$ cat src/rtl/evo_pmux_pkg.sv
// rtl/evo_pmux_pkg.sv - shared types, CSR map constants and address helper for the port-mux sequencer
package evo_pmux_pkg;

  localparam int PMUX_AW = 12;

  typedef enum logic [2:0] {
    PMUX_PORT_D = 3'd0,
    PMUX_PORT_E = 3'd1,
    PMUX_PORT_F = 3'd2,
    PMUX_PORT_G = 3'd3,
    PMUX_PORT_Z = 3'd4
  } pmux_port_e;

  localparam logic [3:0] PMUX_OFF_CTL   = 4'd1;
  localparam logic [3:0] PMUX_OFF_STS   = 4'd2;
  localparam logic [3:0] PMUX_OFF_WRADR = 4'd3;
  localparam logic [3:0] PMUX_OFF_DIR   = 4'd4;
  localparam logic [3:0] PMUX_OFF_OUT   = 4'd5;
  localparam logic [3:0] PMUX_OFF_EN    = 4'd6;
  localparam logic [3:0] PMUX_OFF_IN    = 4'd7;

  localparam logic [PMUX_AW-1:0] PMUX_CSR_BASE    = 12'h910;
  localparam logic [PMUX_AW-1:0] PMUX_PORT_STRIDE = 12'h010;

  typedef enum logic [2:0] {
    ST_IDLE   = 3'd0,
    ST_WR_ADR = 3'd1,
    ST_WR_DIR = 3'd2,
    ST_WR_OUT = 3'd3,
    ST_WR_EN  = 3'd4,
    ST_RD_STS = 3'd5,
    ST_RESP   = 3'd6
  } pmux_state_e;

  // Each port owns a 16-byte window above the bank base.
  function automatic logic [PMUX_AW-1:0] pmux_csr_addr(input logic [2:0] port,
                                                       input logic [3:0] off);
    return PMUX_CSR_BASE + (PMUX_PORT_STRIDE * {9'd0, port}) + {8'd0, off};
  endfunction

  function automatic logic pmux_port_legal(input logic [2:0] port);
    return port <= PMUX_PORT_Z;
  endfunction

endpackage

$ cat src/rtl/evo_pmux_cfg_seq_if.sv
// rtl/evo_pmux_cfg_seq_if.sv - command, response and CSR bus bundle of the port-mux sequencer
interface evo_pmux_cfg_seq_if #(parameter int CSR_DW = 32);

  logic                             cmd_valid;
  logic                             cmd_ready;
  logic [2:0]                       cmd_port;
  logic [4:0]                       cmd_pin;
  logic                             cmd_dir;
  logic                             cmd_out;
  logic                             cmd_en;

  logic                             rsp_valid;
  logic                             rsp_ready;
  logic                             rsp_err;
  logic [7:0]                       rsp_polls;

  logic                             csr_req;
  logic                             csr_we;
  logic [evo_pmux_pkg::PMUX_AW-1:0] csr_addr;
  logic [CSR_DW-1:0]                csr_wdata;
  logic                             csr_ack;
  logic [CSR_DW-1:0]                csr_rdata;

  // Sequencer side: takes commands, returns responses, masters the CSR bus.
  modport master (
    input  cmd_valid, cmd_port, cmd_pin, cmd_dir, cmd_out, cmd_en,
    input  rsp_ready, csr_ack, csr_rdata,
    output cmd_ready, rsp_valid, rsp_err, rsp_polls,
    output csr_req, csr_we, csr_addr, csr_wdata
  );

  // Environment side: requester plus CSR bank.
  modport slave (
    output cmd_valid, cmd_port, cmd_pin, cmd_dir, cmd_out, cmd_en,
    output rsp_ready, csr_ack, csr_rdata,
    input  cmd_ready, rsp_valid, rsp_err, rsp_polls,
    input  csr_req, csr_we, csr_addr, csr_wdata
  );

endinterface

$ cat src/rtl/evo_csr_master_if.sv
// rtl/evo_csr_master_if.sv - single-outstanding CSR access engine with registered bus outputs
module evo_csr_master_if
  import evo_pmux_pkg::*;
#(
  parameter int CSR_DW = 32
) (
  input  logic               clk,
  input  logic               reset_n,
  input  logic               start_i,
  input  logic               we_i,
  input  logic [PMUX_AW-1:0] addr_i,
  input  logic [CSR_DW-1:0]  wdata_i,
  output logic               busy_o,
  output logic               done_o,
  output logic [CSR_DW-1:0]  rdata_o,
  output logic               csr_req_o,
  output logic               csr_we_o,
  output logic [PMUX_AW-1:0] csr_addr_o,
  output logic [CSR_DW-1:0]  csr_wdata_o,
  input  logic               csr_ack_i,
  input  logic [CSR_DW-1:0]  csr_rdata_i
);

  logic               req_q, req_d;
  logic               we_q, we_d;
  logic [PMUX_AW-1:0] addr_q, addr_d;
  logic [CSR_DW-1:0]  wdata_q, wdata_d;

  // Latch a new access on start; hold everything until ack, then drop req only.
  always_comb begin
    req_d   = req_q;
    we_d    = we_q;
    addr_d  = addr_q;
    wdata_d = wdata_q;
    if (req_q) begin
      if (csr_ack_i) begin
        req_d = 1'b0;
      end
    end else if (start_i) begin
      req_d   = 1'b1;
      we_d    = we_i;
      addr_d  = addr_i;
      wdata_d = wdata_i;
    end
  end

  // Bus output registers.
  always_ff @(posedge clk or negedge reset_n) begin
    if (!reset_n) begin
      req_q   <= 1'b0;
      we_q    <= 1'b0;
      addr_q  <= '0;
      wdata_q <= '0;
    end else begin
      req_q   <= req_d;
      we_q    <= we_d;
      addr_q  <= addr_d;
      wdata_q <= wdata_d;
    end
  end

  // An ack seen while no request is outstanding is not a completion.
  assign done_o      = req_q & csr_ack_i;
  assign busy_o      = req_q;
  assign rdata_o     = csr_rdata_i;
  assign csr_req_o   = req_q;
  assign csr_we_o    = we_q;
  assign csr_addr_o  = addr_q;
  assign csr_wdata_o = wdata_q;

endmodule

$ cat src/rtl/evo_pmux_cfg_seq.sv
// rtl/evo_pmux_cfg_seq.sv - expands one pin command into WRADR/DIR/OUT/EN writes then polls STS
module evo_pmux_cfg_seq
  import evo_pmux_pkg::*;
#(
  parameter int CSR_DW   = 32,
  parameter int POLL_MAX = 255,
  parameter int BUSY_BIT = 0
) (
  input logic                clk,
  input logic                reset_n,
  evo_pmux_cfg_seq_if.master bus
);

  localparam logic [15:0] POLL_LIMIT = 16'(POLL_MAX);

  pmux_state_e        state_q, state_d;
  logic [2:0]         port_q, port_d;
  logic [4:0]         pin_q, pin_d;
  logic               dir_q, dir_d;
  logic               out_q, out_d;
  logic               en_q, en_d;
  logic [15:0]        poll_q, poll_d;
  logic               err_q, err_d;
  logic [15:0]        poll_inc;

  logic               acc_start;
  logic               acc_we;
  logic [PMUX_AW-1:0] acc_addr;
  logic [CSR_DW-1:0]  acc_wdata;
  logic               acc_busy;
  logic               acc_done;
  logic [CSR_DW-1:0]  acc_rdata;
  logic               unused_rdata;

  assign poll_inc     = poll_q + 16'd1;
  assign unused_rdata = ^acc_rdata;

  // Next-state, command capture and access selection; a CSR state launches its
  // access whenever the engine is idle, which yields one dead cycle after each ack.
  always_comb begin
    state_d   = state_q;
    port_d    = port_q;
    pin_d     = pin_q;
    dir_d     = dir_q;
    out_d     = out_q;
    en_d      = en_q;
    poll_d    = poll_q;
    err_d     = err_q;
    acc_start = 1'b0;
    acc_we    = 1'b1;
    acc_addr  = pmux_csr_addr(port_q, PMUX_OFF_WRADR);
    acc_wdata = '0;
    unique case (state_q)
      ST_IDLE: begin
        if (bus.cmd_valid) begin
          port_d = bus.cmd_port;
          pin_d  = bus.cmd_pin;
          dir_d  = bus.cmd_dir;
          out_d  = bus.cmd_out;
          en_d   = bus.cmd_en;
          poll_d = '0;
          if (pmux_port_legal(bus.cmd_port)) begin
            err_d   = 1'b0;
            state_d = ST_WR_ADR;
          end else begin
            err_d   = 1'b1;
            state_d = ST_RESP;
          end
        end
      end
      ST_WR_ADR: begin
        acc_addr  = pmux_csr_addr(port_q, PMUX_OFF_WRADR);
        acc_wdata = CSR_DW'(pin_q);
        acc_start = !acc_busy;
        if (acc_done) state_d = ST_WR_DIR;
      end
      ST_WR_DIR: begin
        acc_addr  = pmux_csr_addr(port_q, PMUX_OFF_DIR);
        acc_wdata = CSR_DW'(dir_q);
        acc_start = !acc_busy;
        if (acc_done) state_d = ST_WR_OUT;
      end
      ST_WR_OUT: begin
        acc_addr  = pmux_csr_addr(port_q, PMUX_OFF_OUT);
        acc_wdata = CSR_DW'(out_q);
        acc_start = !acc_busy;
        if (acc_done) state_d = ST_WR_EN;
      end
      ST_WR_EN: begin
        acc_addr  = pmux_csr_addr(port_q, PMUX_OFF_EN);
        acc_wdata = CSR_DW'(en_q);
        acc_start = !acc_busy;
        if (acc_done) state_d = ST_RD_STS;
      end
      ST_RD_STS: begin
        acc_we    = 1'b0;
        acc_addr  = pmux_csr_addr(port_q, PMUX_OFF_STS);
        acc_start = !acc_busy;
        if (acc_done) begin
          poll_d = poll_inc;
          if (!acc_rdata[BUSY_BIT]) begin
            err_d   = 1'b0;
            state_d = ST_RESP;
          end else if (poll_inc >= POLL_LIMIT) begin
            err_d   = 1'b1;
            state_d = ST_RESP;
          end
        end
      end
      ST_RESP: begin
        if (bus.rsp_ready) begin
          poll_d  = '0;
          err_d   = 1'b0;
          state_d = ST_IDLE;
        end
      end
      default: state_d = ST_IDLE;
    endcase
  end

  // Sequencer state, captured command and poll bookkeeping.
  always_ff @(posedge clk or negedge reset_n) begin
    if (!reset_n) begin
      state_q <= ST_IDLE;
      port_q  <= '0;
      pin_q   <= '0;
      dir_q   <= 1'b0;
      out_q   <= 1'b0;
      en_q    <= 1'b0;
      poll_q  <= '0;
      err_q   <= 1'b0;
    end else begin
      state_q <= state_d;
      port_q  <= port_d;
      pin_q   <= pin_d;
      dir_q   <= dir_d;
      out_q   <= out_d;
      en_q    <= en_d;
      poll_q  <= poll_d;
      err_q   <= err_d;
    end
  end

  evo_csr_master_if #(.CSR_DW(CSR_DW)) u_csr (
    .clk         (clk),
    .reset_n     (reset_n),
    .start_i     (acc_start),
    .we_i        (acc_we),
    .addr_i      (acc_addr),
    .wdata_i     (acc_wdata),
    .busy_o      (acc_busy),
    .done_o      (acc_done),
    .rdata_o     (acc_rdata),
    .csr_req_o   (bus.csr_req),
    .csr_we_o    (bus.csr_we),
    .csr_addr_o  (bus.csr_addr),
    .csr_wdata_o (bus.csr_wdata),
    .csr_ack_i   (bus.csr_ack),
    .csr_rdata_i (bus.csr_rdata)
  );

  assign bus.cmd_ready = (state_q == ST_IDLE);
  assign bus.rsp_valid = (state_q == ST_RESP);
  assign bus.rsp_err   = err_q;
  assign bus.rsp_polls = (poll_q > 16'd255) ? 8'hFF : poll_q[7:0];

endmodule

$ cat src/flat_wrapper.sv
// flat-port wrapper written by rule: the top's interface ports become plain ports
module evo_pmux_cfg_seq_flat import evo_pmux_pkg::*;
#(
  parameter int CSR_DW   = 32,
  parameter int POLL_MAX = 255,
  parameter int BUSY_BIT = 0
)
  (clk, reset_n, bus_cmd_valid, bus_cmd_port, bus_cmd_pin, bus_cmd_dir, bus_cmd_out, bus_cmd_en, bus_rsp_ready, bus_csr_ack, bus_csr_rdata, bus_cmd_ready, bus_rsp_valid, bus_rsp_err, bus_rsp_polls, bus_csr_req, bus_csr_we, bus_csr_addr, bus_csr_wdata);
  evo_pmux_cfg_seq_if #(.CSR_DW(CSR_DW)) bus_i ();
  input logic clk;
  input logic reset_n;
  input wire logic [$bits(bus_i.cmd_valid)-1:0] bus_cmd_valid;
  input wire logic [$bits(bus_i.cmd_port)-1:0] bus_cmd_port;
  input wire logic [$bits(bus_i.cmd_pin)-1:0] bus_cmd_pin;
  input wire logic [$bits(bus_i.cmd_dir)-1:0] bus_cmd_dir;
  input wire logic [$bits(bus_i.cmd_out)-1:0] bus_cmd_out;
  input wire logic [$bits(bus_i.cmd_en)-1:0] bus_cmd_en;
  input wire logic [$bits(bus_i.rsp_ready)-1:0] bus_rsp_ready;
  input wire logic [$bits(bus_i.csr_ack)-1:0] bus_csr_ack;
  input wire logic [$bits(bus_i.csr_rdata)-1:0] bus_csr_rdata;
  output wire logic [$bits(bus_i.cmd_ready)-1:0] bus_cmd_ready;
  output wire logic [$bits(bus_i.rsp_valid)-1:0] bus_rsp_valid;
  output wire logic [$bits(bus_i.rsp_err)-1:0] bus_rsp_err;
  output wire logic [$bits(bus_i.rsp_polls)-1:0] bus_rsp_polls;
  output wire logic [$bits(bus_i.csr_req)-1:0] bus_csr_req;
  output wire logic [$bits(bus_i.csr_we)-1:0] bus_csr_we;
  output wire logic [$bits(bus_i.csr_addr)-1:0] bus_csr_addr;
  output wire logic [$bits(bus_i.csr_wdata)-1:0] bus_csr_wdata;
  assign bus_i.cmd_valid = bus_cmd_valid;
  assign bus_i.cmd_port = bus_cmd_port;
  assign bus_i.cmd_pin = bus_cmd_pin;
  assign bus_i.cmd_dir = bus_cmd_dir;
  assign bus_i.cmd_out = bus_cmd_out;
  assign bus_i.cmd_en = bus_cmd_en;
  assign bus_i.rsp_ready = bus_rsp_ready;
  assign bus_i.csr_ack = bus_csr_ack;
  assign bus_i.csr_rdata = bus_csr_rdata;
  assign bus_cmd_ready = bus_i.cmd_ready;
  assign bus_rsp_valid = bus_i.rsp_valid;
  assign bus_rsp_err = bus_i.rsp_err;
  assign bus_rsp_polls = bus_i.rsp_polls;
  assign bus_csr_req = bus_i.csr_req;
  assign bus_csr_we = bus_i.csr_we;
  assign bus_csr_addr = bus_i.csr_addr;
  assign bus_csr_wdata = bus_i.csr_wdata;
  evo_pmux_cfg_seq #(.CSR_DW(CSR_DW), .POLL_MAX(POLL_MAX), .BUSY_BIT(BUSY_BIT)) u_core (.clk(clk), .reset_n(reset_n), .bus(bus_i));
endmodule
$ cat config.mk
export PLATFORM = sky130hd
export DESIGN_NAME = evo_pmux_cfg_seq_flat
export DESIGN_NICKNAME = d
export VERILOG_FILES = /design/src/rtl/evo_pmux_pkg.sv /design/src/rtl/evo_pmux_cfg_seq_if.sv /design/src/rtl/evo_csr_master_if.sv /design/src/rtl/evo_pmux_cfg_seq.sv /design/src/flat_wrapper.sv
export SDC_FILE = /design/constraint.sdc
export NUM_CORES = 1
export LEC_CHECK = 0
export BUFFER_PORTS_ARGS = -buffer_cell sky130_fd_sc_hd__buf_4
export CAP_MARGIN = 10
export CORE_ASPECT_RATIO = 0.75
export CORE_UTILIZATION = 53
export CTS_CLUSTER_SIZE = 30
export DETAILED_ROUTE_END_ITERATION = 10
export GPL_TIMING_DRIVEN = 0
export PLACE_DENSITY = 0.86
export RECOVER_POWER = 100
export SYNTH_ARGS = -nofsm -noshare
export SYNTH_HDL_FRONTEND = slang
export SYNTH_SLANG_ARGS = --single-unit
$ cat constraint.sdc
create_clock -name clk -period 6.25 [get_ports clk]
set_input_delay 1.25 -clock clk [delete_from_list [all_inputs] [get_ports clk]]
set_output_delay 1.25 -clock clk [all_outputs]
set_load 0.005 [all_outputs]
# Word-level counts from Yosys, hierarchy flattened
# Index checks and enable logic that the tools add are counted.
# Widths: inputs -> output; s select.
[totals]
ff_bits = 77
inputBits = 48
out_inout_bits = 57
wordCells = 77
[classes]
addsub = 7
n_lt_le_gt_ge = 3
eq_ne = 14
mux = 30
bitwise = 2
n_reduce_logical = 9
[op_table]
columns = ["op", "count"]
rows = [
  ["$mux 16", 3],
  ["$pmux 12 s4", 1],
  ["$pmux 16 s3", 1],
  ["$add 12x3->12 const B", 3],
  ["$mux 3", 10],
  ["$add 12x2->12 const B", 2],
  ["$pmux 3 s7", 1],
  ["$pmux 5 s4", 1],
  ["$add 16x1->16 const B", 1],
  ["$ge 16x8->1 const B", 1],
  ["$gt 16x8->1 const B", 1],
  ["$add 12x7->12 const A", 1],
  ["$mux 1", 11],
  ["$ne 2x1->1 const B", 5],
  ["$eq 3x3->1 const B", 3],
  ["$mux 8", 1],
  ["$reduce_and 8->1", 1],
  ["$eq 3x2->1 const B", 2],
  ["$reduce_and 5->1", 1],
  ["$reduce_or 5->1", 1],
  ["$ne 2x2->1 const B", 2],
  ["$reduce_and 2->1", 2],
  ["$reduce_and 4->1", 1],
  ["$eq 3x1->1 const B", 1],
  ["8 further kinds", 8],
]

# Logic depth before layout (Yosys ltp)
[logic_depth]
ltp_word = 6
ltp_mapped = 7
mapped_depth_nobuf = 7

# By module
# From an unflattened synthesis, not the netlist that was laid out.
[hier_totals]
cells_unflattened = 355
area_unflattened_um2 = 4161.5
[by_module_without_submodules]
columns = ["module", "instances", "cells_each", "area_per_inst_um2", "seq_area_each_um2"]
rows = [
  ["evo_csr_master_if", 1, 133, 2184.6, 1151.1],
  ["evo_pmux_cfg_seq", 1, 222, 1976.9, 775.7],
]

# Worst setup path after synthesis
# OpenSTA, ideal clock, no wires.
[synth_timing]
kind = "register to output"
from = "register u_core.poll_q[13]"
to = "output bus_rsp_polls[1]"
arrival_time_ps = 1281
path_slack_ps = 3719
stages_incl_launch_ff = 5
n_path_buf = 1
cell_sequence = "dfrtp_1 -> clkbuf_1 -> nor4_1 -> nand2_1 -> or2_2"
[synth_via]
elab_chain_cells = 2
[synth_rtl]
columns = ["item", "line", "text"]
rows = [
  ["from (decl)", "evo_pmux_cfg_seq.sv:22", "logic [15:0] poll_q, poll_d;"],
  ["from (signal assigned)", "evo_pmux_cfg_seq.sv:139", "poll_q <= poll_d;"],
  ["$gt 16x8->1", "evo_pmux_cfg_seq.sv:165", "assign bus.rsp_polls = (poll_q > 16'd255) ? 8'hFF : poll_q[7:0];"],
  ["$mux 8", "evo_pmux_cfg_seq.sv:165", ""],
  ["to (decl)", "flat_wrapper.sv:24", "output wire logic [$bits(bus_i.rsp_polls)-1:0] bus_rsp_polls;"],
]
# Every way passes these cells.

# Final worst setup path
# Ends and elaborated chain as after synthesis.

==> reports/results.ini <==
[grt]
antenna_found_initial = 0
grt_pass1_vias = 2198
overflow = 0
grtUsageTotal_pct = 25.45
grt_max_degree = 47
grt_pass1_wl_um = 10850

[cts]
clk_pin_slew_worst_paths_ns = 0.08
root_buffer = clkbuf_8
post_cts_buffers = 0
cts_resized = 0
clk_path_buf_depth = 2
cts_inserted_buffers = 5
cts_sinks = 46
cts_tree = yes
htreeDepth = 2
cts_hold_buf = 0
clock_latency_ns = 0.31

[route]
drc_errors = 0
viasPerCell = 5.550
via_count = 2564
first_iter_violations = 268
drt-wirelength-per-cell_um = 14.39
final_antenna_net_count = 0
totalWireLength_um = 6647
first_pass_iters = 5

[logic_synthesis]
ys.warnings.count = 0
ys_ff_latch = 46
synth.area.top_cells = dfrtp_1 41%, buf_4 8.6%, o21ai_0 7.2%
async_flop_share_pct = 100.0
ys_seq_area_share_pct = 41.18
yosys.area.top_type = dfrtp_1
avgSynthCellArea_um2 = 9.017
synth_top_area_share_pct = 41.18
yosysUniqueCellTypes = 53
synthCells = 310
synth_edf_count = 0
syn-cell-area_um2 = 2795
synth_ff_type = dfrtp_1

[cells_and_area]
drive_gt1_share_pct = 28.97
area_growth_syn_to_layout_pct = 20.81
fill_cells = 407
layout.nets = 440
final_cell_count_no_fill = 462
num_antenna_cells = 0

[placement]
dp.cells = 454
hpwl_um = 4910
gp_congestion = 0.8983
portBuffers = 43

[power_and_ir_drop]
p_leak_nw = 1.610
ir_worst_vdd_mv = 0.2062
power_density_nw_per_um2 = 349.8

[worst_setup_path]
cp.arrival_ns = 1.99
required_ns = 5.00
cp.depth = 5
crit_family = simple AND/OR/NAND/NOR gates
cp_cell_sequence = clkbuf_1 > nor4_1 > nand2_1 > or2_2 > clkbuf_4
critPathCaptureType = primary output
cp_max_fo = 9
worst_path_max_delay_cell = nor4_1
ff2ff_path_depth = 7
path_class = reg2out
startpoint_type = register
max_stage_delay_ns = 0.40
worst-path-buf-inv = 2

[job]
drv_cap = 1

[floorplan]
pin_count = 105
start_util_pct = 56.10
dieArea_um2 = 5571
dieWidth_um = 85.86
fp.dieH_um = 64.89
num_rows = 22
core_um2 = 4982

[timing]
finalHoldViolations = 0
fin_crit_sh_pct = 51.88
setup_tns_ns = 0
clock_skew_ns = 0.005058
tightest_slew_ns = 2.470
period_needed_ns = 3.242
max_freq_mhz = 308.4
setup_viol = 0
max-slew-margin-rel_pct = -64.66
final_max_slew_viol_count = 47
rsz0062_at_grt = no

[run_status]
status = finished with violations
failed_checks = capacitance limit, slew limit

[hold_path]
min_path_cells = 2
worstHoldPathType = reg2reg

## placed cells by master, fill, tap and decap left out, types with 3 or more instances in the layout
cell type  synthesis  final
nand3_1           10     10
and3_1             3      3
nor2_1            23     23
o21ai_0           40     41
or2_2              8      8
nor4_1             4      5
nand2_1           27     27
conb_1             1     30
inv_1              7      7
buf_2              6      5
clkbuf_4           0     26
xnor2_1            3      3
a22oi_1            5      5
a31oi_1            5      5
buf_4             32     47
dfrtp_1           46     46
nand4_1            4      5
a21oi_1           12     12
o31ai_1            9      9
clkbuf_1           9     13
mux2_2            12     12
ha_1               3      3
clkbuf_8           0      6
## state kept, by name, summed over array words and instances, names as in the netlist
signal / flops
u_core.bus.rsp_err: 1
u_core.poll_q: 16
u_core.u_csr.csr_addr_o: 8
u_core.en_q: 1
u_core.u_csr.csr_we_o: 1
u_core.port_q: 3
u_core.out_q: 1
u_core.state_q: 3
u_core.pin_q: 5
u_core.u_csr.busy_o: 1
u_core.u_csr.csr_wdata_o: 5
u_core.dir_q: 1
## cell type report
type | count | area, µm² | share of cell area [%]
multi-input cells | 237 | 1393 | 41.24
flip-flops and latches | 46 | 1151 | 34.09
repair buffers | 43 | 315.3 | 9.337
plain buffers | 47 | 302.8 | 8.966
well taps | 72 | 90.09 | 2.668
clock buffers | 7 | 86.33 | 2.557
inverters | 9 | 33.78 | 1.000
clock inverters | 1 | 5.005 | 0.1482
## synth_stat cells, drive strengths merged, types with 2 or more instances
master and n:
a21oi 12, a22o 2, a22oi 5, a31oi 5, and3 4, buf 38
clkbuf 9, dfrtp 46, ha 3, inv 8, mux2 13, mux2i 2
nand2 27, nand2b 2, nand3 11, nand3b 2, nand4 5, nor2 24
nor3 2, nor4 6, o21a 2, o21ai 41, o22ai 2, o31ai 9
or2 8, xnor2 4, xor2 2
## logic make-up after synthesis
group | synth area share (%)
fa+ha+maj | 1.343
simple gates | 17.73
buf+inv | 12.09
xor+xnor | 2.149
compound gates | 19.43
other cells | 0.1342
flops | 41.18
mux | 5.953
## path summary, 6_finish.rpt
| check | startpoint | end | slack, ns |
|---|---|---|---|
| setup / recovery | u_core.poll_q[13] | bus_rsp_polls[1] | 3.01 |
| hold / removal | u_core.u_csr.csr_addr_o[7] | u_core.u_csr.csr_addr_o[7] | 0.49 |
| setup reg to reg | u_core.poll_q[0] | u_core.state_q[1] | 3.38 |
| hold reg to reg | u_core.u_csr.csr_addr_o[7] | u_core.u_csr.csr_addr_o[7] | 0.49 |
| max in group asynchronous | reset_n | u_core.u_csr.csr_addr_o[5] | 3.16 |
| min in group asynchronous | reset_n | u_core.poll_q[4] | 1.70 |
## routing by layer
layer	global-route usage (%)	routed length, µm
met3	6.369	610
met1	37.01	3039
met5	0	0
met2	37.80	2906
met4	6.667	91
## through the flow
step,power [mW],utilization (%),setup slack [ns],area (µm²),hold WS (ns)
global route,1.272,67.78,2.704,3377,0.5379
detailed placement,0.9973,66.57,3.202,3317,0.4823
CTS,1.191,68.41,3.007,3408,0.5012
global placement,0.9728,66.57,3.250,3317,0.4658
floorplan,0.8035,-,3.719,2904,0.4728
finish,1.181,67.78,3.008,3377,0.4925
## worst min-delay path, stage by stage, from the launching register on
cell	delay, ns
dfrtp_1	0.35
nand2_1	0.05
o21ai_0	0.06
## power breakdown
group | leakage (nW) | switching [mW] | total (mW) | internal (mW)
Sequential | 0.584 | 0.0686 | 0.459 | 0.391
Combinational | 0.978 | 0.293 | 0.530 | 0.237
Clock | 0.0482 | 0.102 | 0.192 | 0.0893
Power figures use the tool's default switching activity.
